File: src/rtl/sbox_scheduler_pkg.sv
`default_nettype none
// sbox_scheduler_pkg: FSM state encoding, request byte counts and LANES legality helper.
// Revision 1.0
package sbox_scheduler_pkg;

   typedef enum logic [2:0] {
      IDLE    = 3'd0,
      RUN_ST  = 3'd1,
      RUN_KW  = 3'd2,
      DONE_ST = 3'd3,
      DONE_KW = 3'd4
   } state_t;

   localparam int ST_BYTES = 16;
   localparam int KW_BYTES = 4;

   function automatic bit lanes_legal(input int lanes);
      return (lanes == 1) || (lanes == 2) || (lanes == 4);
   endfunction

endpackage
`default_nettype wire

File: src/rtl/sbox_scheduler_subbyte.sv
`default_nettype none
// SubByte: combinational AES S-box, GF(2^8) inverse followed by the affine transform.
// Revision 1.0
module SubByte (
   input  logic [7:0] in_i,
   output logic [7:0] out_o
);

   function automatic logic [7:0] gf_mul(input logic [7:0] a, input logic [7:0] b);
      logic [7:0] p;
      logic [7:0] aa;
      p  = 8'h00;
      aa = a;
      for (int i = 0; i < 8; i++) begin
         if (b[i]) p = p ^ aa;
         aa = {aa[6:0], 1'b0} ^ (aa[7] ? 8'h1b : 8'h00);
      end
      return p;
   endfunction

   // x^254 is the multiplicative inverse, and maps 0 to 0 as the S-box requires.
   function automatic logic [7:0] gf_inv(input logic [7:0] x);
      logic [7:0] sq;
      logic [7:0] acc;
      sq  = x;
      acc = 8'h01;
      for (int i = 1; i < 8; i++) begin
         sq  = gf_mul(sq, sq);
         acc = gf_mul(acc, sq);
      end
      return acc;
   endfunction

   logic [7:0] w_inv;

   assign w_inv = gf_inv(in_i);
   assign out_o = w_inv
                ^ {w_inv[6:0], w_inv[7]}
                ^ {w_inv[5:0], w_inv[7:6]}
                ^ {w_inv[4:0], w_inv[7:5]}
                ^ {w_inv[3:0], w_inv[7:4]}
                ^ 8'h63;

endmodule
`default_nettype wire

File: src/rtl/sbox_scheduler.sv
`default_nettype none
// sbox_scheduler: shares LANES S-box instances between state SubBytes and key SubWord requests.
// Revision 1.0
module sbox_scheduler
   import sbox_scheduler_pkg::*;
#(
   parameter int LANES        = 1,
   parameter bit KEY_PRIORITY = 1'b1
) (
   input  logic         clk,
   input  logic         reset_n,
   input  logic         st_req_valid,
   output logic         st_req_ready,
   input  logic [127:0] st_req_data,
   output logic         st_rsp_valid,
   input  logic         st_rsp_ready,
   output logic [127:0] st_rsp_data,
   input  logic         kw_req_valid,
   output logic         kw_req_ready,
   input  logic [31:0]  kw_req_data,
   output logic         kw_rsp_valid,
   input  logic         kw_rsp_ready,
   output logic [31:0]  kw_rsp_data
);

   localparam logic [4:0] STEP = 5'(LANES);

   if (!lanes_legal(LANES)) begin : g_bad_lanes
      $error("sbox_scheduler: LANES must be 1, 2 or 4");
   end

   state_t       state_q, state_d;
   logic [4:0]   idx_q, idx_d;
   logic [127:0] src_q, src_d;
   logic [127:0] res_q, res_d;
   logic         last_kw_q, last_kw_d;

   logic         w_idle;
   logic         w_kw_grant;
   logic         w_st_grant;
   logic [3:0]   w_pos    [LANES];
   logic [7:0]   w_sb_in  [LANES];
   logic [7:0]   w_sb_out [LANES];

   // Round-robin: kw only wins a tie when st was not the loser last time.
   assign w_idle     = (state_q == IDLE);
   assign w_kw_grant = w_idle && kw_req_valid && (KEY_PRIORITY || !st_req_valid || !last_kw_q);
   assign w_st_grant = w_idle && st_req_valid && !w_kw_grant;

   for (genvar gi = 0; gi < LANES; gi++) begin : g_lane
      assign w_pos[gi]   = idx_q[3:0] + 4'(gi);
      assign w_sb_in[gi] = src_q[{w_pos[gi], 3'b000} +: 8];
      SubByte u_subbyte (
         .in_i  (w_sb_in[gi]),
         .out_o (w_sb_out[gi])
      );
   end

   always_comb begin
      state_d   = state_q;
      idx_d     = idx_q;
      src_d     = src_q;
      res_d     = res_q;
      last_kw_d = last_kw_q;
      unique case (state_q)
         IDLE: begin
            if (w_kw_grant) begin
               src_d     = {96'b0, kw_req_data};
               res_d     = '0;
               idx_d     = '0;
               last_kw_d = 1'b1;
               state_d   = RUN_KW;
            end else if (w_st_grant) begin
               src_d     = st_req_data;
               res_d     = '0;
               idx_d     = '0;
               last_kw_d = 1'b0;
               state_d   = RUN_ST;
            end
         end
         RUN_ST, RUN_KW: begin
            for (int l = 0; l < LANES; l++) begin
               res_d[{w_pos[l], 3'b000} +: 8] = w_sb_out[l];
            end
            idx_d = idx_q + STEP;
            if (state_q == RUN_ST) begin
               if (idx_d == 5'(ST_BYTES)) state_d = DONE_ST;
            end else if (idx_d == 5'(KW_BYTES)) begin
               state_d = DONE_KW;
            end
         end
         DONE_ST: if (st_rsp_ready) state_d = IDLE;
         DONE_KW: if (kw_rsp_ready) state_d = IDLE;
         default: state_d = IDLE;
      endcase
   end

   always_ff @(posedge clk or negedge reset_n) begin
      if (!reset_n) begin
         state_q   <= IDLE;
         idx_q     <= '0;
         src_q     <= '0;
         res_q     <= '0;
         last_kw_q <= 1'b1;
      end else begin
         state_q   <= state_d;
         idx_q     <= idx_d;
         src_q     <= src_d;
         res_q     <= res_d;
         last_kw_q <= last_kw_d;
      end
   end

   assign st_req_ready = w_st_grant;
   assign kw_req_ready = w_kw_grant;
   assign st_rsp_valid = (state_q == DONE_ST);
   assign kw_rsp_valid = (state_q == DONE_KW);
   assign st_rsp_data  = res_q;
   assign kw_rsp_data  = res_q[31:0];

endmodule
`default_nettype wire

File: config.mk
export PLATFORM = sky130hd
export DESIGN_NAME = sbox_scheduler
export DESIGN_NICKNAME = d
export VERILOG_FILES = /design/src/rtl/sbox_scheduler_pkg.sv /design/src/rtl/sbox_scheduler_subbyte.sv /design/src/rtl/sbox_scheduler.sv
export SDC_FILE = /design/constraint.sdc
export NUM_CORES = 1
export LEC_CHECK = 0
export ABC_AREA = 0
export CAP_MARGIN = 0
export CORE_MARGIN = 1
export CORE_UTILIZATION = 25
export CTS_CLUSTER_SIZE = 10
export DETAILED_ROUTE_END_ITERATION = 12
export GPL_TIMING_DRIVEN = 0
export PLACE_DENSITY_LB_ADDON = 0.05
export SYNTH_ARGS = -nofsm -noshare
export SYNTH_HDL_FRONTEND = slang
export SYNTH_SLANG_ARGS = --single-unit
File: constraint.sdc
create_clock -name clk -period 37.2 [get_ports clk]
set_input_delay 7.44 -clock clk [delete_from_list [all_inputs] [get_ports clk]]
set_output_delay 7.44 -clock clk [all_outputs]
set_load 0.05 [all_outputs]
==> flow_summary.toml <==
[sta]
grt_setup_unrepaired = "false"
min_period_ns = 23.20
worstMarginPinSlew_ns = 1.31
slew-limit-headroom = 0.118
fin_crit_sh = 0.624
slew_violations = 0
setup_tns_ns = 0
fin_skew_ns = 0.0276
fmax_mhz = 43.1
setup_viol = 0
timing.final.hold_violations = 0

[clock_tree]
cts_tree = "done"
cts_root_buf = "clkbuf_16"
cts_hold_buf = 0
path_clk_slew_ns = 0.05
clockBufferDepth = 3
cts_sinks = 264
cts_buffers = 34
worst_skew_pair.late_latency_ns = 0.56
cts_resized = 0
htree_levels = 2
post-cts-setup-buffers = 0

[setup_path]
max_stage_delay_ns = 0.96
r2r_cells = 66
crit_start = "idx_q[0]"
critPathMostFrequentCell = "xnor2_1"
critical_path.max_fanout = 10
endpoint_kind = "register"
r2r-start = "idx_q[0]"
path_buf_inv = 12
r2r_end = "st_rsp_data[89]"
critPathLaunchType = "register"
crit_path_top_delay_cell = "xnor2_1"
worstPathArrival_ns = 23.70
r2r_slack_ns = 14.00
crit_required_ns = 37.69
cp_top_family = "compound AO/OA/AOI/OAI gates"
critPathKind = "register to register"

[synthesis]
synth_top_family_by_area = "XOR/XNOR gates"
ys.flop_type = "dfrtp_1"
synth_compound_gate_area_share = 0.192
synth_xor_area_frac = 0.282
synth-edff-count = 0
synthesis.nets = 3107
synthArstFlopShare = 1.00
muxShareOfSynthArea = 0.0662
syn_area_um2 = 26900
synth_area_per_cell_um2 = 9.17
yosysSeqAreaShare = 0.246
synth-simple-area-share = 0.164
synth_seq_cells = 264
yosys_warnings = 0
synth_adder_area_share = 0.00512
syn_inst = 2930
synth.distinct_cells = 118

[drt]
vias = 24000
wl_per_cell_um = 24.0
first_iter_violations = 1721
postRouteAntennaNets = 0
drt_first_pass_iters = 8
via_per_inst = 5.11
drc = 0
wl_um = 113000

[global_route]
grt.total_usage = 0.204
grt_pass1_vias = 24500
grt_pass1_wl_um = 167000
grt-ovfl-total = 0
antenna_found_initial = 16
grt_max_degree = 112

[floorplanning]
die_area_um2 = 109000
rows = 119
die_height_um = 330
ioPinCount = 330
core_um2 = 106000
dieWidth_um = 330
floorplan.initialDensity = 0.254

[placed_design]
hpwl_um = 86600
portBuffers = 329
routabilityCongestion = 0.871

[final_layout]
final_cell_mix = "xnor2_1, clkdlybuf4s50_1, nor2_1"
multi_input_area_um2 = 19100
nets = 3475
fill_cells = 11100
syn2layout_area_growth_pct = 22.6
final_common_cell = "xnor2_1"
drive_gt1_frac = 0.0961
seq_area_um2 = 6610

[status]
outcome = "completed"

[worst_hold_path]
hold_class = "register to register"
hold_start = "src_q[2]"
min_to = "src_q[2]"
hold_depth = 2

[flow_run]
cap_violations = 0
==> tightest hold or removal path, cell delays in order, from the launching register on <==
cell     delay, ns
dfrtp_1       0.34
nand2_1       0.05
o21ai_0       0.06
==> Yosys cell counts (45+ instances only) <==
master | count | area [um^2]
a21oi_1 | 83 | 415
a22o_1 | 232 | 2030
buf_4 | 45 | 338
clkbuf_1 | 119 | 447
dfrtp_1 | 264 | 6610
mux2i_1 | 106 | 1060
nand2_1 | 290 | 1090
nand3_1 | 55 | 275
nor2_1 | 317 | 1190
nor3_1 | 67 | 335
o21ai_0 | 105 | 526
xnor2_1 | 358 | 3140
xnor3_1 | 67 | 1510
xor2_1 | 95 | 832
==> layout make-up <==
| type | count | area share |
|---|---|---|
| tap | 1391 | 0.0528 |
| clock buffer | 41 | 0.0269 |
| sequential | 264 | 0.201 |
| inverter | 31 | 0.00353 |
| multi-input combinational | 2418 | 0.579 |
| clock inverter | 6 | 0.00201 |
| antenna | 2 | 0.000152 |
| buffer | 217 | 0.0333 |
| timing repair buffer | 332 | 0.102 |
==> layer usage <==
metal / track usage / wire length [um] / vias to the layer above
met1: 0.273 / 51600 / 12000
met3: 0.0459 / 6770 / 117
met5: 0 / 185 / -
met2: 0.340 / 53100 / 687
met4: 0.0267 / 1350 / 28
li1: - / - / 11200
==> how the worst max path moves through the flow <==
stage                             to  cells past startpoint
floorplan           st_rsp_data[100]                     66
global placement     st_rsp_data[81]                     66
detailed placement  st_rsp_data[113]                     66
CTS                  st_rsp_data[89]                     66
global route        st_rsp_data[121]                     66
finish               st_rsp_data[89]                     66
==> metrics by stage <==
| stage | instance area, um^2 | hold slack (ns) | utilization | cells | worst slack, ns |
|---|---|---|---|---|---|
| after floorplan | 26900 | 0.442 | - | 2930 | 19.61 |
| after global placement | 31900 | 0.468 | 0.301 | 4650 | 14.34 |
| after detailed placement | 32000 | 0.466 | 0.302 | 4653 | 14.15 |
| after CTS | 32900 | 0.486 | 0.311 | 4700 | 14.10 |
| after global routing | 32900 | 0.499 | 0.311 | 4701 | 12.32 |
| final | 32900 | 0.484 | 0.311 | 4702 | 14.00 |
==> cells by family after synthesis <==
kind of cell,count (synthesis)
buffers and inverters,248
multiplexers,148
adder cells (fa/ha/maj),11
AO/OA/AOI/OAI,691
flip-flops,264
XOR/XNOR,620
AND/OR/NAND/NOR,948
==> flip-flops by register name (all words and copies together) (netlist names) <==
register     flops
idx_q            5
src_q          128
st_rsp_data    128
state_q          3
Power is left out: the tool's default activity adds up to more than one toggle a clock period on the data nets, which glitch-free logic cannot reach.
